===== src/rtl/tx_link_sequencer.sv =====
// tx_link_sequencer
//
// Symbol-level controller for one lane of the 8b/10b serial transmitter.
// After link enable it sends a fixed burst of training ordered sets, then
// hands the link to a single byte-wide requester. Slots with no request are
// filled with logical idle (8'h00). Every symbol is held for SYM_CYCLES
// clocks, and all state and symbol changes happen on the edge that ends the
// last cycle of a symbol (the "boundary" cycle).
//
// Optional feature: define TX_SKP_EN to insert one SKP ordered set after
// every SKP_INTERVAL LINK_UP symbols. Without TX_SKP_EN there is no SKP
// counter, skp_due is tied low and SKP_INTERVAL has no effect.
//
// Parameters:
//   SYM_CYCLES   clk cycles per 10-bit symbol (>= 2)
//   TS_COUNT     training ordered sets per link-up (>= 1)
//   SKP_INTERVAL LINK_UP symbols between SKP ordered sets (>= 8)
//
// Ports:
//   clk        single clock, shared with the transmitter
//   rst        synchronous, active-low reset
//   link_en    level request for an active link
//   req_valid  requester has a symbol
//   req_data   requester byte
//   req_k      requester byte is a K symbol
//   req_ready  symbol accepted this cycle when req_valid is also high
//   dataIn8    byte to the transmitter
//   K          K flag to the transmitter
//   enb        transmitter enable, low only in electrical idle
//   TxElecIdle electrical idle control to the transmitter
//   sym_load   one-cycle pulse when a new symbol appears on dataIn8/K
//   link_up    high while the link carries requester traffic or SKP sets

module tx_link_sequencer #(
   parameter int SYM_CYCLES   = 10,
   parameter int TS_COUNT     = 16,
   parameter int SKP_INTERVAL = 128
) (
   input  logic       clk,
   input  logic       rst,
   input  logic       link_en,
   input  logic       req_valid,
   input  logic [7:0] req_data,
   input  logic       req_k,
   output logic       req_ready,
   output logic [7:0] dataIn8,
   output logic       K,
   output logic       enb,
   output logic       TxElecIdle,
   output logic       sym_load,
   output logic       link_up
);

   localparam int SymW = $clog2(SYM_CYCLES);
   localparam int TsW  = $clog2(TS_COUNT + 1);

   // Symbols as {K, byte}.
   localparam logic [8:0] SymTsHead  = 9'h1BC;
   localparam logic [8:0] SymTsBody  = 9'h04A;
   localparam logic [8:0] SymSkpHead = 9'h1BC;
   localparam logic [8:0] SymSkpBody = 9'h11C;
   localparam logic [8:0] SymIdle    = 9'h000;

   // An out-of-range parameter set keeps the lane parked in electrical idle
   // rather than sending malformed ordered sets.
   localparam bit ParamsOk = (SYM_CYCLES >= 2) && (TS_COUNT >= 1) && (SKP_INTERVAL >= 8);

   typedef enum logic [1:0] {
      ELEC_IDLE,
      TRAIN,
      LINK_UP,
      SKP
   } state_t;

   state_t          state_q, state_d;
   logic [SymW-1:0] symCnt_q, symCnt_d;
   logic [1:0]      idx_q, idx_d;
   logic [TsW-1:0]  tsCnt_q, tsCnt_d;
   logic [7:0]      data_q, data_d;
   logic            k_q, k_d;
   logic            enb_q, enb_d;
   logic            elecIdle_q, elecIdle_d;
   logic            linkUp_q, linkUp_d;
   logic            symLoad_q, symLoad_d;

   logic            boundary;
   logic            linkReq;
   logic            setDone;
   logic            skpDue;
   logic            goIdle;
   logic            loadNew;
   logic [8:0]      symNext;

   assign boundary = (symCnt_q == SymW'(SYM_CYCLES - 1));
   assign linkReq  = link_en && ParamsOk;
   assign setDone  = (idx_q == 2'd3);

`ifdef TX_SKP_EN
   localparam int SkpW = $clog2(SKP_INTERVAL + 1);

   logic [SkpW-1:0] skpCnt_q, skpCnt_d;

   assign skpDue = (skpCnt_q == SkpW'(SKP_INTERVAL));
`else
   assign skpDue = 1'b0;
`endif

   // A request is only offered on a LINK_UP boundary that is neither a
   // link drop nor an SKP insertion, so the requester never loses a byte.
   assign req_ready = (state_q == LINK_UP) && boundary && linkReq && !skpDue;

   // Next-state logic. idx_q is the position of the symbol currently on the
   // wire inside its ordered set; an ordered set may only be abandoned once
   // its fourth symbol has been sent, which is why link drops in TRAIN and
   // SKP wait for setDone. The SKP counter advances in the cycle after each
   // LINK_UP symbol is loaded, so at a boundary it already includes the
   // symbol that is ending.
   always_comb begin
      state_d   = state_q;
      symCnt_d  = boundary ? '0 : symCnt_q + SymW'(1);
      idx_d     = idx_q;
      tsCnt_d   = tsCnt_q;
      symLoad_d = 1'b0;
      goIdle    = 1'b0;
      loadNew   = 1'b0;
      symNext   = SymIdle;
`ifdef TX_SKP_EN
      skpCnt_d  = (state_q == LINK_UP && symLoad_q && !skpDue) ? skpCnt_q + SkpW'(1) : skpCnt_q;
`endif

      if (boundary) begin
         case (state_q)
            ELEC_IDLE: begin
               if (linkReq) begin
                  state_d = TRAIN;
                  idx_d   = 2'd0;
                  tsCnt_d = '0;
                  symNext = SymTsHead;
                  loadNew = 1'b1;
               end
            end
            TRAIN: begin
               if (!setDone) begin
                  idx_d   = idx_q + 2'd1;
                  symNext = SymTsBody;
                  loadNew = 1'b1;
               end else if (!linkReq) begin
                  goIdle = 1'b1;
               end else if (tsCnt_q == TsW'(TS_COUNT - 1)) begin
                  state_d  = LINK_UP;
                  symNext  = SymIdle;
                  loadNew  = 1'b1;
`ifdef TX_SKP_EN
                  skpCnt_d = '0;
`endif
               end else begin
                  tsCnt_d = tsCnt_q + TsW'(1);
                  idx_d   = 2'd0;
                  symNext = SymTsHead;
                  loadNew = 1'b1;
               end
            end
            LINK_UP: begin
               if (!linkReq) begin
                  goIdle = 1'b1;
`ifdef TX_SKP_EN
               end else if (skpDue) begin
                  state_d  = SKP;
                  idx_d    = 2'd0;
                  skpCnt_d = '0;
                  symNext  = SymSkpHead;
                  loadNew  = 1'b1;
`endif
               end else if (req_valid) begin
                  symNext = {req_k, req_data};
                  loadNew = 1'b1;
               end else begin
                  symNext = SymIdle;
                  loadNew = 1'b1;
               end
            end
`ifdef TX_SKP_EN
            SKP: begin
               if (!setDone) begin
                  idx_d   = idx_q + 2'd1;
                  symNext = SymSkpBody;
                  loadNew = 1'b1;
               end else if (!linkReq) begin
                  goIdle = 1'b1;
               end else begin
                  state_d = LINK_UP;
                  symNext = SymIdle;
                  loadNew = 1'b1;
               end
            end
`endif
            default: begin
               goIdle = 1'b1;
            end
         endcase
      end

      if (goIdle) begin
         state_d = ELEC_IDLE;
      end

      data_d = data_q;
      k_d    = k_q;
      if (goIdle) begin
         data_d = 8'h00;
         k_d    = 1'b0;
      end else if (loadNew) begin
         data_d    = symNext[7:0];
         k_d       = symNext[8];
         symLoad_d = 1'b1;
      end

      // The line controls follow the state being entered; state_d only
      // moves at boundaries, so these registers only move on boundary edges.
      enb_d      = (state_d != ELEC_IDLE);
      elecIdle_d = (state_d == ELEC_IDLE);
      linkUp_d   = (state_d == LINK_UP) || (state_d == SKP);
   end

   // All sequencer state and every transmitter-facing output in one
   // registered block, cleared together by the synchronous reset.
   always_ff @(posedge clk) begin
      if (!rst) begin
         state_q    <= ELEC_IDLE;
         symCnt_q   <= '0;
         idx_q      <= 2'd0;
         tsCnt_q    <= '0;
         data_q     <= 8'h00;
         k_q        <= 1'b0;
         enb_q      <= 1'b0;
         elecIdle_q <= 1'b1;
         linkUp_q   <= 1'b0;
         symLoad_q  <= 1'b0;
`ifdef TX_SKP_EN
         skpCnt_q   <= '0;
`endif
      end else begin
         state_q    <= state_d;
         symCnt_q   <= symCnt_d;
         idx_q      <= idx_d;
         tsCnt_q    <= tsCnt_d;
         data_q     <= data_d;
         k_q        <= k_d;
         enb_q      <= enb_d;
         elecIdle_q <= elecIdle_d;
         linkUp_q   <= linkUp_d;
         symLoad_q  <= symLoad_d;
`ifdef TX_SKP_EN
         skpCnt_q   <= skpCnt_d;
`endif
      end
   end

   assign dataIn8    = data_q;
   assign K          = k_q;
   assign enb        = enb_q;
   assign TxElecIdle = elecIdle_q;
   assign sym_load   = symLoad_q;
   assign link_up    = linkUp_q;

endmodule

===== config.mk =====
export PLATFORM = sky130hd
export DESIGN_NAME = tx_link_sequencer
export DESIGN_NICKNAME = d
export VERILOG_FILES = /design/src/rtl/tx_link_sequencer.sv
export SDC_FILE = /design/constraint.sdc
export NUM_CORES = 1
export LEC_CHECK = 0
export BUFFER_PORTS_ARGS = -buffer_cell sky130_fd_sc_hd__clkbuf_2
export CAP_MARGIN = 20
export CELL_PAD_IN_SITES_DETAIL_PLACEMENT = 1
export CELL_PAD_IN_SITES_GLOBAL_PLACEMENT = 1
export CORE_UTILIZATION = 40
export DETAILED_ROUTE_END_ITERATION = 16
export PLACE_DENSITY = 0.88
export SYNTH_ARGS = -nofsm -noshare
export SYNTH_HDL_FRONTEND = slang
export SYNTH_SLANG_ARGS = --single-unit

===== constraint.sdc =====
create_clock -name clk -period 2.17 [get_ports clk]
set_input_delay 0.434 -clock clk [delete_from_list [all_inputs] [get_ports clk]]
set_output_delay 0.434 -clock clk [all_outputs]
set_load 0.1 [all_outputs]

After elaboration in Yosys (flattened, before gate mapping)
Index checks and enable logic that the tools add are counted.
- register bits after elaboration: 26
- logic and storage cells: 73
- input port bits: 13
- output and inout port bits: 14
- bitwise gates (word level): 1
- eq/ne operators: 13
- multiplexer cells: 34
- reduce and logical (&&, ||, !) cells: 12
- add/sub/neg operators: 3
- operators with widths (operator ; number):
    9-bit 2-to-1 mux ; 7
    9-bit case mux with 3 select lines ; 1
    2-bit 2-to-1 mux ; 10
    5-bit 2-to-1 mux ; 4
    5-bit case mux with 2 select lines ; 1
    2-bit == test (second input constant) ; 4
    2-bit inequality test (second input constant) ; 4
    2-bit case mux with 2 select lines ; 2
    1-bit 2-to-1 mux ; 7
    3-bit inequality test (second input constant) ; 2
    6-bit AND reduction ; 1
    2-bit OR reduction ; 3
    5-bit by 1-bit adder with 5-bit output (second input constant) ; 1
    5-bit by 4-bit == test with 1-bit output (second input constant) ; 1
    5-bit AND reduction ; 1
    4-bit by 1-bit adder with 4-bit output (second input constant) ; 1
    4-bit == test (second input constant) ; 1
    2-bit logical NOT ; 2
    2-bit nonzero test ; 2
    1-bit case mux with 3 select lines ; 1
    2-bit by 1-bit adder with 2-bit output (second input constant) ; 1
    2-bit by 1-bit == test with 1-bit output (second input constant) ; 1
    1-bit logical AND ; 2
    1-bit case mux with 2 select lines ; 1
    other kinds (2) ; 2

Longest topological paths before layout
Gate-level depths: netlist of run 1.
- depth after elaboration: 9
- mapped depth: 7
- gate-level depth less buffers: 7

Worst setup path after synthesis of run 1
No wires, ideal clock.
- kind: reg2out
- start point: reg symCnt_q[0]
- end point: out req_ready
- required time: 1.736 ns
- setup slack: 0.120 ns
- data arrival time: 1.616 ns
- cell stages (with the launch flop): 5
- path buffers: 1
- path through: dfxtp_1 -> ha_1 -> and3b_2 -> buf_2 -> and2_1
- cells in the longest elaborated chain, start to end: 3
- ends and longest elaborated chain (what ; RTL line ; source):
    start: declaration ; 76 ; logic [SymW-1:0] symCnt_q, symCnt_d;
    start signal: assignment ; 244 ; symCnt_q <= symCnt_d;
    4-bit == test ; 94 ; assign boundary = (symCnt_q == SymW'(SYM_CYCLES - 1));
    1-bit logical AND (2 in a row) ; 110 ; assign req_ready = (state_q == LINK_UP) && boundary && linkReq && !skpDue;
    end: declaration ; 45 ; output logic req_ready,
No other way between the ends.

Final worst setup path of run 1
- start point: reg tsCnt_q[0]
- end point: reg tsCnt_q[2]
- cells in the longest elaborated chain, start to end: 5
- elaborated cells between the ends (all ways): 8
- classes of those cells: add/sub (1); eq/ne (2); mux (4); reduce/logical (1)
- ends and longest elaborated chain (what ; RTL line ; source):
    start: declaration ; 78 ; logic [TsW-1:0] tsCnt_q, tsCnt_d;
    start signal: assignment ; 246 ; tsCnt_q <= tsCnt_d;
    5-bit by 1-bit adder with 5-bit output ; 157 ; tsCnt_d = tsCnt_q + TsW'(1);
    5-bit 2-to-1 mux ; 149 ; end else if (tsCnt_q == TsW'(TS_COUNT - 1)) begin
    5-bit 2-to-1 mux ; 147 ; end else if (!linkReq) begin
    5-bit 2-to-1 mux ; 143 ; if (!setDone) begin
    5-bit case mux with 2 select lines ; 132 ; case (state_q)
Several ways; a longest one is shown, not always the timed one. The select of a mux whose other input is x is not followed.
A chain may end at the register's enable or synchronous reset.

==> metrics.json, run 1 <==
{
  "yosysSeqAreaShare": {"value": 0.4055},
  "first_global_vias": {"value": 1148},
  "setup.reg_to_reg.worst_slack": {"value": 0.11, "unit": "ns"},
  "routabilityCongestion": {"value": 0.7699},
  "yosysWarningCount": {"value": 0},
  "synth-edff-count": {"value": 0},
  "globalRouteTotalUtil": {"value": 0.1901},
  "layout-drive-gt1-share": {"value": 0.2545},
  "fmax": {"value": 485.9, "unit": "MHz"},
  "chipWidth": {"value": 58.65, "unit": "microns"},
  "final_area": {"value": 0.001499, "unit": "sq mm"},
  "clkLatencyLatePin": {"value": 0.33, "unit": "ns"},
  "worstSetupStartpointType": {"value": "flop"},
  "finish.utilization": {"value": 0.4910},
  "max_slew_violation_count": {"value": 0},
  "hold_path.class": {"value": "input port to flop"},
  "max-clock-path-buffers": {"value": 2},
  "worst-endpoint-required": {"value": 2.45, "unit": "ns"},
  "cts_htree_levels": {"value": 1},
  "area.growth.synth_to_final": {"value": 16.76, "unit": "%"},
  "netlist_instances": {"value": 141},
  "worst_ep_arrival_time": {"value": 2.33, "unit": "ns"},
  "yosysMostFrequentCell": {"value": "sky130_fd_sc_hd__dfxtp_1"},
  "outcome": {"value": "completed"},
  "synth.cells.most_frequent": {"value": "26 x sky130_fd_sc_hd__dfxtp_1, 15 x sky130_fd_sc_hd__a21oi_1, 14 x sky130_fd_sc_hd__nor2_1"},
  "final_antenna_net_count": {"value": 0},
  "synthesis.nets": {"value": 159},
  "grt_pass1_wl": {"value": 4954, "unit": "microns"},
  "synth_seq_cells": {"value": 26},
  "post_dp_cell_area": {"value": 0.001443, "unit": "sq mm"},
  "clkSlewWorstSetupHoldPaths": {"value": 0.15, "unit": "ns"},
  "worstMarginPinSlew": {"value": 0.5476, "unit": "ns"},
  "cap_viol_max_count": {"value": 0},
  "finalHoldViolCount": {"value": 0},
  "syn_area": {"value": 0.001284, "unit": "sq mm"},
  "detailroute.via_count": {"value": 1094},
  "i_o_pin_cnt": {"value": 27},
  "start_util": {"value": 0.4205},
  "grt.overflow.total": {"value": 0},
  "post-layout-total-power": {"value": 928.9, "unit": "uW"},
  "critical_path_peak_fanout": {"value": 5},
  "maximum_number_of_pins_on_one_net_before_global_route_repair": {"value": 16},
  "final_net_count": {"value": 184},
  "power.density_cell_area": {"value": 619.7, "unit": "mW/mm^2"},
  "wire_per_inst": {"value": 13.83, "unit": "microns"},
  "slew_headroom": {"value": 0.6365},
  "finalSetupViolations": {"value": 0},
  "synthDominantCellAreaShare": {"value": 0.4055},
  "clock-sinks": {"value": 26},
  "nFillCells": {"value": 386},
  "antenna_found_initial": {"value": 0},
  "fin_skew": {"value": 0.01557, "unit": "ns"},
  "cts_tree": {"value": "yes"},
  "die-area": {"value": 0.003440, "unit": "sq mm"},
  "synth_top_area_cell": {"value": "sky130_fd_sc_hd__dfxtp_1"},
  "cts_root_buf": {"value": "sky130_fd_sc_hd__clkbuf_4"},
  "port_buffer_count": {"value": 26},
  "post_drt_via_cell_ratio": {"value": 5.234},
  "drt-initial-drc-count": {"value": 17},
  "hpwlAfterDp": {"value": 2211, "unit": "microns"},
  "yosys-top-cells-area": {"value": "sky130_fd_sc_hd__dfxtp_1 41%, sky130_fd_sc_hd__a21oi_1 5.8%, sky130_fd_sc_hd__ha_1 4.9%"},
  "route.final.wire_length": {"value": 2891, "unit": "microns"},
  "die_ht": {"value": 58.65, "unit": "microns"},
  "detailedRoute.firstPassIterationCount": {"value": 4},
  "cellLeakagePower": {"value": 0.6125, "unit": "nW"},
  "antennaDiodeCount": {"value": 0},
  "finalCriticalPeriod": {"value": 2.058, "unit": "ns"},
  "timing.setup.tns": {"value": 0, "unit": "ns"},
  "drc": {"value": 0},
  "final.hold.worst_slack": {"value": 0.3343, "unit": "ns"},
  "std_cell_rows": {"value": 20},
  "yosys.cell_types.count": {"value": 45},
  "design.core.area": {"value": 0.003053, "unit": "sq mm"},
  "cts_made_buffers": {"value": 3},
  "synthArstFlopShare": {"value": 0},
  "rsz0062_at_grt": {"value": "false"},
  "final_min_period_over_clock_period": {"value": 0.9484},
  "postSynth.topFlopCell": {"value": "sky130_fd_sc_hd__dfxtp_1"},
  "end_kind": {"value": "flop"},
  "syn_area_per_cell": {"value": 9.104, "unit": "sq um"},
  "worst_ir_drop_vdd": {"value": 0.2583, "unit": "mV"},
  "critPathKind": {"value": "flop to flop"}
}
-- metrics by stage --
stage / cells / setup slack [ns]
detailed placement: 205 / 0.1361
floorplan: 141 / 0.1205
finish: 209 / 0.1120
global route: 209 / 0.02482
CTS: 209 / 0.08015
global placement: 205 / 0.2962
-- path summary, 6_finish.rpt --
kind                                   from          end  cells after the start
worst max-delay path             tsCnt_q[0]   tsCnt_q[2]                      7
worst min-delay path            req_data[0]   dataIn8[0]                      3
worst max register to register   tsCnt_q[0]   tsCnt_q[2]                      7
worst min register to register  symCnt_q[0]  symCnt_q[0]                      1
-- placed cells by master (no fill, tap or decap), types with 4 or more instances in the layout --
master	Yosys	final
sky130_fd_sc_hd__a21boi_0	4	4
sky130_fd_sc_hd__a21oi_1	15	15
sky130_fd_sc_hd__and2_1	4	4
sky130_fd_sc_hd__clkbuf_2	0	25
sky130_fd_sc_hd__dfxtp_1	26	25
sky130_fd_sc_hd__ha_1	5	4
sky130_fd_sc_hd__inv_1	6	6
sky130_fd_sc_hd__nand2_1	5	5
sky130_fd_sc_hd__nand2b_1	4	4
sky130_fd_sc_hd__nor2_1	14	14
sky130_fd_sc_hd__nor2b_1	6	6
sky130_fd_sc_hd__nor3_1	5	5
-- kinds of logic (layout without fill, tap and decap cells) --
family / after synthesis / after routing / synth area share
buffers and inverters: 13 / 37 / 0.05555
muxes: 1 / 1 / 0.007798
xor gates and xnor gates: 2 / 2 / 0.01365
adders and majority gates: 5 / 5 / 0.04873
and+or+nand+nor: 58 / 58 / 0.2768
AOI/OAI and AO/OA: 36 / 36 / 0.1920
DFF: 26 / 26 / 0.4055
-- registers in the layout, indices dropped and copies added (netlist names) --
signal / cells
TxElecIdle: 1
enb: 1
idx_q: 2
tsCnt_q: 5
dataIn8: 8
state_q: 2
symCnt_q: 4
sym_load: 1
link_up: 1
K: 1
-- area by class of cell --
class / count / area, sq um / share of cell area
clock buffers: 3 / 22.52 / 0.01503
flip-flops and latches: 26 / 521.8 / 0.3481
inverters: 6 / 22.52 / 0.01503
well taps: 44 / 55.05 / 0.03673
multi-input cells: 102 / 694.4 / 0.4633
clock inverters: 1 / 30.03 / 0.02003
repair buffers: 27 / 152.6 / 0.1018
-- routing by layer --
metal / vias up / global-route usage / share of wire
met5: - / 0 / 0
met1: 517 / 0.2052 / 0.42
met3: 4 / 0.03077 / 0.041
li1: 545 / - / -
met4: 0 / 0.07823 / 0.011
met2: 28 / 0.3645 / 0.53
-- repair_timing --
item,in CTS,in global routing
buffers inserted,0,0
hold buffers,0,0
endpoints found under the setup margin,0,1
gates resized for setup,0,2
-- report_power, final --
| group | switching [mW] | internal [mW] |
|---|---|---|
| Sequential | 0.0137 | 0.488 |
| Combinational | 0.0620 | 0.0298 |
| Clock | 0.148 | 0.187 |
-- critical path: stages, from the launching register on --
cell and delay, ns:
sky130_fd_sc_hd__dfxtp_1 0.37, sky130_fd_sc_hd__ha_1 0.23, sky130_fd_sc_hd__and3_1 0.19, sky130_fd_sc_hd__ha_1 0.22
sky130_fd_sc_hd__and2b_2 0.28, sky130_fd_sc_hd__nand4_4 0.13, sky130_fd_sc_hd__or3b_1 0.42, sky130_fd_sc_hd__a21boi_1 0.16
(Power assumes the default switching activity.)
==> run 2, diff against run 1 <==
--- a/config.mk
+++ b/config.mk
@@ -10,6 +10,7 @@
 export CELL_PAD_IN_SITES_DETAIL_PLACEMENT = 1
 export CELL_PAD_IN_SITES_GLOBAL_PLACEMENT = 1
 export CORE_UTILIZATION = 40
+export CTS_BUF_LIST = sky130_fd_sc_hd__clkbuf_16
 export DETAILED_ROUTE_END_ITERATION = 16
 export PLACE_DENSITY = 0.88
 export SYNTH_ARGS = -nofsm -noshare
==> run 2 against run 1 <==
- setup slack worse by 0.0025 ns
- sequential cell count unchanged
- global-route usage is 0.95 points higher
- sequential power about the same
- core utilization increased by 1.6 points
- cell count unchanged
- maximum frequency decreased by 0.12%
- first-iteration DRC count decreased by 24%
- critical path depth unchanged
- via count increased by 1.4%
- combinational power about the same
- count of clock-buffer cells in the layout did not move
==> metrics.json, run 2 (synthesis gave the netlist of run 1 again) <==
{
  "layout.cells.most_common": {"value": "sky130_fd_sc_hd__dfxtp_1"},
  "rsz0062_at_grt": {"value": "false"},
  "netSwitchingFraction": {"value": 0.2195, "change": "-0.02140"},
  "layout.cells.most_common_list": {"value": "26 x sky130_fd_sc_hd__dfxtp_1, 25 x sky130_fd_sc_hd__clkbuf_2, 15 x sky130_fd_sc_hd__a21oi_1, 14 x sky130_fd_sc_hd__nor2_1"},
  "worst-endpoint-required": {"value": 2.37, "unit": "ns", "change": "-0.08 ns"},
  "antennaDiodeCount": {"value": 0, "change": "unchanged"},
  "critical_path.reg2reg.endpoint": {"value": "tsCnt_q[2]"},
  "grt.overflow.total": {"value": 0, "change": "unchanged"},
  "fin_skew": {"value": 0.006401, "unit": "ns", "change": "-0.009173 ns"},
  "setup_ws": {"value": 0.1095, "unit": "ns", "change": "-0.002495 ns"},
  "drt-initial-drc-count": {"value": 13, "change": "-4"},
  "max-clock-path-buffers": {"value": 2, "change": "unchanged"},
  "cell_internal_pwr": {"value": 884.1, "unit": "uW", "change": "+25%"},
  "start_util": {"value": 0.4205, "change": "unchanged"},
  "cellLeakagePower": {"value": 0.6366, "unit": "nW", "change": "+3.9%"},
  "detailedRoute.firstPassIterationCount": {"value": 4, "change": "unchanged"},
  "worst_path_max_delay_cell": {"value": "sky130_fd_sc_hd__or3b_1"},
  "cts_repair_resize_count": {"value": 0, "change": "unchanged"},
  "post_cts_hold_buffer_count": {"value": 0, "change": "unchanged"},
  "cap_viol_max_count": {"value": 0, "change": "unchanged"},
  "power.share.combinational": {"value": 0.081, "change": "-0.018"},
  "antenna_found_initial": {"value": 0, "change": "unchanged"},
  "worstSetupStartpointType": {"value": "flop"},
  "worst_hold_path.endpoint": {"value": "dataIn8[0]"},
  "post_drt_via_cell_ratio": {"value": 5.306, "change": "+1.4%"},
  "fmax": {"value": 485.3, "unit": "MHz", "change": "-0.12%"},
  "r2r_start": {"value": "tsCnt_q[0]"},
  "cts_tree": {"value": "yes"},
  "port_buffer_count": {"value": 26, "change": "unchanged"},
  "stdcell_count": {"value": 209, "change": "unchanged"},
  "power.density_cell_area": {"value": 731.9, "unit": "mW/mm^2", "change": "+18%"},
  "hold_path_startpoint": {"value": "req_data[0]"},
  "multi_input_logic_area": {"value": 691.9, "unit": "sq um", "change": "-0.36%"},
  "numPlacedInstances": {"value": 205, "change": "unchanged"},
  "max_slew_violation_count": {"value": 0, "change": "unchanged"},
  "final_net_count": {"value": 184, "change": "unchanged"},
  "seqCellArea": {"value": 520.5, "unit": "sq um", "change": "-0.24%"},
  "maximum_number_of_pins_on_one_net_before_global_route_repair": {"value": 16, "change": "unchanged"},
  "wire_per_inst": {"value": 14.97, "unit": "microns", "change": "+8.2%"},
  "end_kind": {"value": "flop"},
  "routabilityCongestion": {"value": 0.7699, "change": "unchanged"},
  "die_ht": {"value": 58.65, "unit": "microns", "change": "unchanged"},
  "finalSetupViolations": {"value": 0, "change": "unchanged"},
  "layout-drive-gt1-share": {"value": 0.2424, "change": "-0.01212"},
  "nFillCells": {"value": 380, "change": "-1.6%"},
  "clock_power_share": {"value": 0.477, "change": "+0.116"},
  "i_o_pin_cnt": {"value": 27, "change": "unchanged"},
  "worst_hold_path.num_cells": {"value": 3, "change": "unchanged"},
  "pre_cts_slack": {"value": 0.1361, "unit": "ns", "change": "unchanged"},
  "area.growth.synth_to_final": {"value": 20.56, "unit": "%"},
  "outcome": {"value": "completed"},
  "critPathKind": {"value": "flop to flop"},
  "cpLargestDelayFamily": {"value": "simple AND/OR/NAND/NOR gates"},
  "finalHoldViolCount": {"value": 0, "change": "unchanged"},
  "worstMarginPinSlew": {"value": 0.5499, "unit": "ns", "change": "+0.002289 ns"},
  "globalRouteTotalUtil": {"value": 0.1995, "change": "+0.009480"},
  "largest_reg_flops": {"value": 8, "change": "unchanged"},
  "grt_pass1_wl": {"value": 5195, "unit": "microns", "change": "+4.9%"},
  "number_of_buffers_inserted_to_repair_setup_after_cts": {"value": 0, "change": "unchanged"},
  "max_stage_delay": {"value": 0.43, "unit": "ns", "change": "about the same"},
  "clock-sinks": {"value": 26, "change": "unchanged"},
  "detailroute.via_count": {"value": 1109, "change": "+1.4%"},
  "final_antenna_net_count": {"value": 0, "change": "unchanged"},
  "timing.reg2reg.worst_path_depth": {"value": 7, "change": "unchanged"},
  "route.final.wire_length": {"value": 3129, "unit": "microns", "change": "+8.2%"},
  "seq_power_share": {"value": 0.442, "change": "-0.099"},
  "die-area": {"value": 0.003440, "unit": "sq mm", "change": "unchanged"},
  "finalCriticalPeriod": {"value": 2.061, "unit": "ns", "change": "+0.002495 ns"},
  "design.core.area": {"value": 0.003053, "unit": "sq mm", "change": "unchanged"},
  "drc": {"value": 0, "change": "unchanged"},
  "slew_headroom": {"value": 0.6349, "change": "-0.001520"},
  "hold_path.class": {"value": "input port to flop"},
  "worst_ep_arrival_time": {"value": 2.26, "unit": "ns", "change": "-0.07 ns"},
  "chipWidth": {"value": 58.65, "unit": "microns", "change": "unchanged"},
  "timing.setup.tns": {"value": 0, "unit": "ns", "change": "unchanged"},
  "worst_ir_drop_vdd": {"value": 0.3910, "unit": "mV", "change": "+51%"},
  "critical_path_peak_fanout": {"value": 5, "change": "unchanged"},
  "cts_root_buf": {"value": "sky130_fd_sc_hd__clkbuf_16"},
  "hpwlAfterDp": {"value": 2211, "unit": "microns", "change": "unchanged"},
  "final_min_period_over_clock_period": {"value": 0.9495, "change": "+0.001150"},
  "critical_path.cell_chain": {"value": "ha_1 -> and3_1 -> ha_1 -> and2b_2 -> nand4_4 -> or3b_1 -> a21boi_1"},
  "clkLatencyLatePin": {"value": 0.26, "unit": "ns", "change": "-0.07 ns"},
  "switchingPower": {"value": 248.7, "unit": "uW", "change": "+11%"},
  "cp_num_buf_inv": {"value": 0, "change": "unchanged"},
  "cpMostUsedCell": {"value": "sky130_fd_sc_hd__ha_1"},
  "setup.reg_to_reg.worst_slack": {"value": 0.11, "unit": "ns", "change": "about the same"},
  "cts_htree_levels": {"value": 1, "change": "unchanged"},
  "first_global_vias": {"value": 1148, "change": "unchanged"},
  "clkSlewWorstSetupHoldPaths": {"value": 0.07, "unit": "ns", "change": "-0.08 ns"},
  "std_cell_rows": {"value": 20, "change": "unchanged"},
  "cts_made_buffers": {"value": 3, "change": "unchanged"}
}
run 2: worst max path at each step:
stage / startpoint / endpoint / cells past startpoint
6_report: tsCnt_q[0] / tsCnt_q[2] / 7
5_1_grt: tsCnt_q[0] / tsCnt_q[2] / 7
3_5_place_dp: tsCnt_q[0] / tsCnt_q[2] / 7
4_1_cts: tsCnt_q[0] / tsCnt_q[2] / 7
3_3_place_gp: tsCnt_q[0] / tsCnt_q[2] / 7
2_1_floorplan: symCnt_q[0] / req_ready / 4
run 2: cell type report:
| type | count | area share |
|---|---|---|
| Clock buffer | 3 | 0.04850 |
| Clock inverter | 1 | 0.01940 |
| Inverter | 6 | 0.01455 |
| Multi-Input combinational cell | 102 | 0.4471 |
| Sequential cell | 26 | 0.3363 |
| Tap cell | 44 | 0.03557 |
| Timing Repair Buffer | 27 | 0.09863 |
run 2: per-layer routing:
metal	vias to the layer above	track usage	share of wire
met5	-	0	0
met4	0	0.07483	0.021
met3	7	0.03077	0.036
met2	27	0.3892	0.52
met1	531	0.2139	0.42
li1	544	-	-
run 2: power by group through the flow:
stage / combinational, mW / sequential, mW / clock, mW
floorplan: 0.0480 / 0.533 / 0
global placement: 0.0884 / 0.511 / 0
detailed placement: 0.0911 / 0.512 / 0
CTS: 0.0923 / 0.501 / 0.546
global route: 0.0996 / 0.503 / 0.567
finish: 0.0917 / 0.501 / 0.540
run 2: through the flow:
step / hold WS [ns] / instance area [sq um] / utilization / total power, mW
final: 0.4219 / 1548 / 0.5070 / 1.133
after global routing: 0.4205 / 1548 / 0.5070 / 1.170
after CTS: 0.4220 / 1548 / 0.5070 / 1.139
after detailed placement: 0.4650 / 1443 / 0.4725 / 0.6030
after global placement: 0.4452 / 1443 / 0.4725 / 0.5991
after floorplan: 0.4334 / 1284 / - / 0.5809
run 2: worst register-to-register path, delay by kind of cell, from the launching register on:
family	cells	cell delay, ns
AND/OR/NAND/NOR	4	1.04
adder cells (fa/ha/maj)	2	0.45
flip-flops	1	0.34
AO/OA/AOI/OAI	1	0.16
